## src/rtl/alu_digit_serial.sv

```systemverilog
// Digit-serial ALU: one DIGIT-bit slice per cycle with carry chained between cycles.
// Define ALU_DIGIT_SERIAL_FLAGS_EN to add registered FlagZ/FlagN/FlagV outputs.
module alu_digit_serial #(
  parameter int WIDTH = 32,
  parameter int DIGIT = 4
) (
  input  logic             Clk,
  input  logic             Rst_n,
  input  logic             InValid,
  output logic             InReady,
  input  logic [WIDTH-1:0] InA,
  input  logic [WIDTH-1:0] InB,
  input  logic [2:0]       Op,
  output logic             OutValid,
  input  logic             OutReady,
  output logic [WIDTH-1:0] OutC,
  output logic             CarryOut
`ifdef ALU_DIGIT_SERIAL_FLAGS_EN
  ,
  output logic             FlagZ,
  output logic             FlagN,
  output logic             FlagV
`endif
);

  localparam int N  = WIDTH / DIGIT;
  localparam int CW = (N > 1) ? $clog2(N) : 1;

  typedef enum logic [1:0] {IDLE, RUN, DONE} state_e;
  typedef enum logic [2:0] {
    OP_ADD, OP_SUB, OP_AND, OP_NAND, OP_OR, OP_NOR, OP_XOR, OP_XNOR
  } op_e;

  state_e            state_q, state_d;
  op_e               op_q, op_d;
  logic [WIDTH-1:0]  a_q, a_d, b_q, b_d, res_q, res_d;
  logic [CW-1:0]     cnt_q, cnt_d;
  logic              carry_q, carry_d;
  logic              in_ready_q, in_ready_d;
  logic              out_valid_q, out_valid_d;
  logic              carry_out_q, carry_out_d;
  logic              flag_z_q, flag_z_d, flag_n_q, flag_n_d, flag_v_q, flag_v_d;

  logic              is_sub, is_arith, last;
  logic [DIGIT-1:0]  a_dig, b_eff, logic_dig, digit;
  logic [DIGIT:0]    sum;
  logic [WIDTH-1:0]  res_shift;

  // Operands shift right each cycle so the active slice is always the low DIGIT bits.
  always_comb begin
    is_sub   = (op_q == OP_SUB);
    is_arith = (op_q == OP_ADD) || is_sub;
    last     = (cnt_q == CW'(N - 1));
    a_dig    = a_q[DIGIT-1:0];
    b_eff    = b_q[DIGIT-1:0] ^ {DIGIT{is_sub}};
    sum      = {1'b0, a_dig} + {1'b0, b_eff} + {{DIGIT{1'b0}}, carry_q};
    case (op_q)
      OP_AND:  logic_dig = a_dig & b_q[DIGIT-1:0];
      OP_NAND: logic_dig = ~(a_dig & b_q[DIGIT-1:0]);
      OP_OR:   logic_dig = a_dig | b_q[DIGIT-1:0];
      OP_NOR:  logic_dig = ~(a_dig | b_q[DIGIT-1:0]);
      OP_XOR:  logic_dig = a_dig ^ b_q[DIGIT-1:0];
      OP_XNOR: logic_dig = ~(a_dig ^ b_q[DIGIT-1:0]);
      default: logic_dig = '0;
    endcase
    digit     = is_arith ? sum[DIGIT-1:0] : logic_dig;
    res_shift = (res_q >> DIGIT) | (WIDTH'(digit) << (WIDTH - DIGIT));
  end

  // NOTE: every _d gets a default from its _q first, so no path through the case leaves one unassigned and no latch is inferred.
  always_comb begin
    state_d     = state_q;
    op_d        = op_q;
    a_d         = a_q;
    b_d         = b_q;
    res_d       = res_q;
    cnt_d       = cnt_q;
    carry_d     = carry_q;
    in_ready_d  = in_ready_q;
    out_valid_d = out_valid_q;
    carry_out_d = carry_out_q;
    flag_z_d    = flag_z_q;
    flag_n_d    = flag_n_q;
    flag_v_d    = flag_v_q;
    case (state_q)
      IDLE: begin
        if (InValid && in_ready_q) begin
          a_d        = InA;
          b_d        = InB;
          op_d       = op_e'(Op);
          cnt_d      = '0;
          carry_d    = (Op == OP_SUB);
          res_d      = '0;
          in_ready_d = 1'b0;
          state_d    = RUN;
        end
      end
      RUN: begin
        a_d     = a_q >> DIGIT;
        b_d     = b_q >> DIGIT;
        carry_d = sum[DIGIT];
        res_d   = res_shift;
        cnt_d   = cnt_q + CW'(1);
        if (last) begin
          cnt_d       = '0;
          state_d     = DONE;
          out_valid_d = 1'b1;
          carry_out_d = is_arith & sum[DIGIT];
          flag_z_d    = (res_shift == '0);
          flag_n_d    = res_shift[WIDTH-1];
          // Overflow: operand signs agree but the result sign differs.
          flag_v_d    = is_arith & (a_dig[DIGIT-1] == b_eff[DIGIT-1])
                                 & (sum[DIGIT-1] != a_dig[DIGIT-1]);
        end
      end
      DONE: begin
        if (OutReady) begin
          out_valid_d = 1'b0;
          in_ready_d  = 1'b1;
          state_d     = IDLE;
        end
      end
      default: state_d = IDLE;
    endcase
  end

  // NOTE: sequential state uses non-blocking assignments so every flop samples pre-edge values.
  always_ff @(posedge Clk or negedge Rst_n) begin
    if (!Rst_n) begin
      state_q     <= IDLE;
      op_q        <= OP_ADD;
      a_q         <= '0;
      b_q         <= '0;
      res_q       <= '0;
      cnt_q       <= '0;
      carry_q     <= 1'b0;
      in_ready_q  <= 1'b1;
      out_valid_q <= 1'b0;
      carry_out_q <= 1'b0;
      flag_z_q    <= 1'b0;
      flag_n_q    <= 1'b0;
      flag_v_q    <= 1'b0;
    end else begin
      state_q     <= state_d;
      op_q        <= op_d;
      a_q         <= a_d;
      b_q         <= b_d;
      res_q       <= res_d;
      cnt_q       <= cnt_d;
      carry_q     <= carry_d;
      in_ready_q  <= in_ready_d;
      out_valid_q <= out_valid_d;
      carry_out_q <= carry_out_d;
      flag_z_q    <= flag_z_d;
      flag_n_q    <= flag_n_d;
      flag_v_q    <= flag_v_d;
    end
  end

  assign InReady  = in_ready_q;
  assign OutValid = out_valid_q;
  assign OutC     = res_q;
  assign CarryOut = carry_out_q;

`ifdef ALU_DIGIT_SERIAL_FLAGS_EN
  assign FlagZ = flag_z_q;
  assign FlagN = flag_n_q;
  assign FlagV = flag_v_q;
`else
  logic unused_flags;
  assign unused_flags = flag_z_q ^ flag_n_q ^ flag_v_q;
`endif

endmodule

```

## config.mk

```make
export PLATFORM = sky130hd
export DESIGN_NAME = alu_digit_serial
export DESIGN_NICKNAME = d
export VERILOG_FILES = /design/src/rtl/alu_digit_serial.sv
export SDC_FILE = /design/constraint.sdc
export NUM_CORES = 1
export LEC_CHECK = 0
export CORE_UTILIZATION = 55
export DETAILED_ROUTE_END_ITERATION = 16
export PLACE_DENSITY = 0.85
export SLEW_MARGIN = 10
export SYNTH_ARGS = -nofsm -noshare
export SYNTH_HDL_FRONTEND = slang
export SYNTH_SLANG_ARGS = --single-unit
```

## constraint.sdc

```tcl
create_clock -name Clk -period 4.9 [get_ports Clk]
set_input_delay 0.49 -clock Clk [delete_from_list [all_inputs] [get_ports Clk]]
set_output_delay 0.49 -clock Clk [all_outputs]
set_load 0.1 [all_outputs]
```

==> out/metrics.cfg, run 1 <==
[run_status]
status = finished, final reports clean

[cts]
insertion_delay_ns = 0.37
cts_tree = built
cts-root-buf = clkbuf_8
post-cts-setup-buffers = 0
cts_buffers = 9
clk_pin_slew_ns = 0.10
cts_hold_repair.buffers = 0
htreeDepth = 3
cts_resized = 0
cts_max_path_buffers = 2
cts.sinks = 108

[floorplanning]
die_h_um = 97.3
core_area_sq_um = 8760
fp.dieW_um = 97.3
top_level_ports = 106
rows = 34
start_util_pct = 57.0
die_area_sq_um = 9460

[place]
dp_hpwl_mm = 7.55
numPortBuffers = 105
gp_congestion = 0.826

[setup_path]
cp_cell_sequence = nor2_1, and2_1, xnor2_1, fa_1, fa_1, nor2_1, a21oi_1, o22ai_1, a31o_1
cp-end-kind = flip-flop
cp_data_required_time_ns = 5.16
cp_max_fo = 14
slowest_delay_ns = 0.65
crit_path_top_delay_cell = dfrtp_1
arrival_ns = 2.99
path_class = reg2reg
start_kind = flip-flop

[synthesis]
synth_cells = 517
ys_seq_elements = 108
synth_area_leader_cell = dfrtp_1
yosysWarningCount = 0
synth_edf_count = 0
ys_seq_area_share_pct = 54.1
async_reset_ff_share_pct = 100
synth_top_cell_area_share_pct = 53.6
synth_common_cells = nand2_1, dfrtp_1, nor2_1, a31oi_1, a22o_1
yosysMostFrequentCell = nand2_1
syn_area_sq_um = 4990
synth.distinct_cells = 38
synth-main-ff-cell = dfrtp_1
synth_nets = 603
syn_avg_cell_area_sq_um = 9.66
synthTopCellsByArea = dfrtp_1, nand2_1, a22o_1

[sta]
fin_setup_tns_ns = 0
worstMarginPinSlew_ns = 1.07
max_freq_mhz = 367
rsz0062_at_grt = false
relSlewSlack_pct = 28.7
setup-violations-final = 0
post-route-min-period_ns = 2.73
final.period_utilization_pct = 55.6
hold_violations = 0
final_max_slew_viol_count = 0
hold_slack_ns = 0.188
skew_ns = 0.00783

[hold_path]
hp-class = in2async

[cells_and_area]
fin_util_pct = 70.9
syn2layout_area_growth_pct = 24.5
antenna_cells = 0
nNetsFinal = 683
drive_gt1_share_pct = 4.65

[job]
max_cap_violations = 0

[detailed_routing]
postRouteAntennaNets = 0
dr.pass1.iters = 5
drtIter0Drc = 158
totalWireLength_mm = 11.0
viasPerCell = 5.70
remaining_drc_errors = 0
via_count = 4045
wire_per_inst_um = 15.5

[pwr]
leakagePower_uw = 0.00278
peakVddDrop_v = 0.000161
pwr_density_cell_nw_per_um2 = 250

[global_routing]
grt_pass1_vias = 3903
grt_max_degree = 102
grt_pass1_wl_mm = 18.5
track_usage_pct = 24.2
grt.overflow.total = 0
antenna_found_initial = 0

==> worst max-delay path, delay by kind of cell, from the launching register on <==
family | cells | cell delay [ns]
flip-flops | 1 | 0.65
adder cells (fa/ha/maj) | 2 | 0.95
AO/OA/AOI/OAI | 3 | 0.44
AND/OR/NAND/NOR | 3 | 0.41
XOR/XNOR | 1 | 0.17
==> logic make-up (layout without fill, tap and decap cells) <==
family / count (synthesis) / after routing / synth area share (%)
multiplexers: 3 / 3 / 0.601
XOR/XNOR: 14 / 14 / 2.46
adder cells (fa/ha/maj): 15 / 15 / 4.06
buffers and inverters: 54 / 139 / 5.51
AO/OA/AOI/OAI: 129 / 129 / 17.9
flip-flops: 108 / 108 / 54.1
AND/OR/NAND/NOR: 194 / 194 / 15.3
==> routing by layer <==
metal	share of wire [%]	wire [um]	vias up	track usage (%)
li1	-	-	1928	-
met3	4.8	531	18	4.53
met5	0	0	-	0
met2	49	5430	122	40.4
met1	44	4830	1977	31.4
met4	2.0	225	0	9.73
==> flip-flops by register name, summed over array words and instances (netlist names) <==
name,count
CarryOut,1
state_q,2
b_q,32
a_q,32
carry_q,1
op_q,3
InReady,1
cnt_q,3
OutValid,1
OutC,32
==> per-stage QoR <==
step | power, uW | worst slack (ns) | area (sq um) | instances
final | 1560 | 2.17 | 6220 | 710
after global routing | 1610 | 2.04 | 6220 | 710
after CTS | 1560 | 2.21 | 6220 | 710
after detailed placement | 987 | 2.19 | 6000 | 694
after global placement | 986 | 2.28 | 6000 | 694
after floorplan | 910 | 2.58 | 4990 | 517
==> final cells by class <==
cell class                 instances  area [sq um]
tap                              108           135
fill                             667          2550
multi-input combinational        355          2030
timing repair buffer             109          1080
clock buffer                      10           128
inverter                          14          52.6
sequential                       108          2700
clock inverter                     6          88.8
==> where the power goes <==
part	total [uW]	internal, uW	leakage [uW]	switching (uW)
sequential	891	891	0.00119	0
clock	588	288	0.000102	300
combinational	77.7	49.7	0.00149	27.9
total	1560	1230	0.00278	328
==> path summary, 6_finish.rpt <==
check	startpoint	endpoint	slack, ns	depth (start not counted)
max	op_q[2]	OutC[29]	2.17	9
min	Rst_n	a_q[31]	0.19	1
max reg2reg	op_q[2]	OutC[29]	2.17	9
min reg2reg	a_q[6]	a_q[2]	0.49	2
max in group asynchronous	Rst_n	op_q[2]	3.62	2
min in group Clk	a_q[6]	a_q[2]	0.49	2
==> cell usage in the layout, fill, tap and decap left out, drive strengths merged, types with 5 or more instances in the layout <==
master / synthesis / final
dfrtp: 107 / 107
inv: 14 / 14
a22o: 38 / 38
a21oi: 17 / 17
o21ai: 12 / 12
xnor2: 10 / 10
buf: 29 / 5
clkbuf: 11 / 10
clkdlybuf4s50: 0 / 104
nor2: 63 / 63
ha: 13 / 13
nand2: 122 / 122
a31oi: 49 / 49
Note: power is estimated with default switching activity, not from simulation.
==> inputs of run 2 (changes only) <==
--- a/config.mk
+++ b/config.mk
@@ -5,9 +5,9 @@
 export SDC_FILE = /design/constraint.sdc
 export NUM_CORES = 1
 export LEC_CHECK = 0
-export CORE_UTILIZATION = 55
+export CORE_UTILIZATION = 51
 export DETAILED_ROUTE_END_ITERATION = 16
-export PLACE_DENSITY = 0.85
+export PLACE_DENSITY = 0.8
 export SLEW_MARGIN = 10
 export SYNTH_ARGS = -nofsm -noshare
 export SYNTH_HDL_FRONTEND = slang
==> constraint.sdc (replaced) <==
create_clock -name Clk -period 2.55 [get_ports Clk]
set_input_delay 0.255 -clock Clk [delete_from_list [all_inputs] [get_ports Clk]]
set_output_delay 0.255 -clock Clk [all_outputs]
set_load 0.1 [all_outputs]
==> run 2 against run 1 <==
Against the previous run:
- critical path type unchanged
- hold slack better by 0.24 ns
- sequential cell count unchanged
- wire length down 0.87%
==> out/metrics.cfg, run 2 (same netlist as run 1, synthesis figures left out) <==
[sta]
rsz0062_at_grt = false
final_max_slew_viol_count = 0  ; unchanged
hold_violations = 0  ; unchanged
fin_setup_tns_ns = 0  ; unchanged
max_freq_mhz = 415  ; +13%
skew_ns = 0.0190  ; +0.0112 ns
worstMarginPinSlew_ns = 0.659  ; -0.409 ns
hold_slack_ns = 0.427  ; +0.239 ns
post-route-min-period_ns = 2.41  ; -0.318 ns
setup-violations-final = 0  ; unchanged
final.period_utilization_pct = 94.4  ; +39 points
relSlewSlack_pct = 56.1  ; +27 points

[floorplanning]
fp.dieW_um = 101  ; +3.8%
start_util_pct = 53.3  ; -3.7 points
rows = 35  ; +2.9%
die_area_sq_um = 10200  ; +7.7%
die_h_um = 101  ; +3.8%
top_level_ports = 106  ; unchanged
core_area_sq_um = 9370  ; +6.9%

[hold_path]
holdPathStages = 3
hp-class = in2reg

[place]
dp_hpwl_mm = 7.59  ; +0.53%
numPortBuffers = 105  ; unchanged
gp_congestion = 0.868  ; +5.1%

[cells_and_area]
final_common_cell = nand2_1
nNetsFinal = 693  ; +1.5%
fin_util_pct = 66.5  ; -4.4 points
drive_gt1_share_pct = 11.9  ; +7.3 points
antenna_cells = 0  ; unchanged
final_cell_mix = nand2_1, dfrtp_1, clkdlybuf4s50_1
syn2layout_area_growth_pct = 24.8

[setup_path]
worst_r2r_path_depth = 9  ; unchanged
arrival_ns = 2.66  ; -0.33 ns
path_class = reg2reg
cp-end-kind = flip-flop
start_kind = flip-flop
cp_max_fo = 4  ; -10
cp_data_required_time_ns = 2.80  ; -2.36 ns

[detailed_routing]
wire_per_inst_um = 14.7  ; -5.0%
totalWireLength_mm = 10.9  ; -0.87%
remaining_drc_errors = 0  ; unchanged
postRouteAntennaNets = 0  ; unchanged
viasPerCell = 5.42  ; -4.9%
dr.pass1.iters = 4  ; -1
via_count = 4016  ; -0.72%
drtIter0Drc = 146  ; -7.6%

[global_routing]
grt_pass1_vias = 3901  ; -0.051%
grt.overflow.total = 0  ; unchanged
track_usage_pct = 22.4  ; -1.8 points
grt_max_degree = 65  ; -36%
grt_pass1_wl_mm = 17.9  ; -2.8%
antenna_found_initial = 0  ; unchanged

[pwr]
peakVddDrop_v = 0.000239  ; +49%
pwr_density_cell_nw_per_um2 = 453  ; +81%
leakagePower_uw = 0.00289  ; +4.0%

[cts]
cts_tree = built
insertion_delay_ns = 0.37  ; about the same
post-cts-setup-buffers = 0  ; unchanged
cts.sinks = 108  ; unchanged
clk_pin_slew_ns = 0.11  ; about the same
cts_buffers = 9  ; unchanged
cts-root-buf = clkbuf_8
htreeDepth = 3  ; unchanged
cts_max_path_buffers = 2  ; unchanged

[job]
max_cap_violations = 0  ; unchanged

[run_status]
status = finished, final reports clean

==> run 2: worst max-delay path: stages, from the launching register on <==
cell,delay [ns]
dfrtp_1,0.40
nor2_1,0.13
and2_2,0.24
xnor2_1,0.12
fa_1,0.42
fa_1,0.51
nor2_1,0.04
a21oi_1,0.13
o22ai_1,0.11
a31o_1,0.19
==> run 2: power by group <==
group / internal, uW / switching, uW
Clock: 385 / 579
Combinational: 99.5 / 51.7
Sequential: 1710 / 0
==> run 2: per-layer routing <==
metal	vias up	wire length [um]	part of all wire (%)	track usage, %
li1	1942	-	-	-
met1	1949	4980	46	29.7
met2	112	5230	48	37.2
met3	13	574	5.3	4.65
met4	0	136	1.2	6.91
met5	-	0	0	0
==> run 2: worst paths after layout <==
| kind | endpoint | startpoint | slack, ns |
|---|---|---|---|
| max | OutC[29] | op_q[1] | 0.14 |
| min in group asynchronous | OutC[19] | Rst_n | 0.45 |
| min | b_q[17] | InB[17] | 0.43 |
| max in group asynchronous | a_q[7] | Rst_n | 1.34 |
| max reg2reg | OutC[29] | op_q[1] | 0.14 |
| min reg2reg | a_q[0] | a_q[4] | 0.50 |
==> run 2: through the flow <==
stage / setup slack (ns) / power [uW] / cells / area [sq um]
after detailed placement: 0.151 / 1900 / 724 / 6040
after global placement: 0.274 / 1900 / 724 / 6040
after CTS: 0.0703 / 2850 / 741 / 6230
final: 0.142 / 2830 / 741 / 6230
after global routing: 0.0241 / 2930 / 741 / 6230
after floorplan: 0.231 / 1750 / 517 / 4990
==> run 2: timing repair <==
item / in CTS / in global routing
endpoints found under the setup margin: 0 / 1
hold buffers: 1 / 0
gates resized for setup: 0 / 1
hold endpoints to repair: 50 / 0
==> run 2: layout make-up <==
| class | count | area [sq um] |
|---|---|---|
| flip-flops and latches | 108 | 2700 |
| fillers | 801 | 3140 |
| inverters | 14 | 52.6 |
| clock inverters | 5 | 36.3 |
| multi-input cells | 355 | 2030 |
| clock buffers | 11 | 141 |
| repair buffers | 119 | 1110 |
| well taps | 129 | 161 |
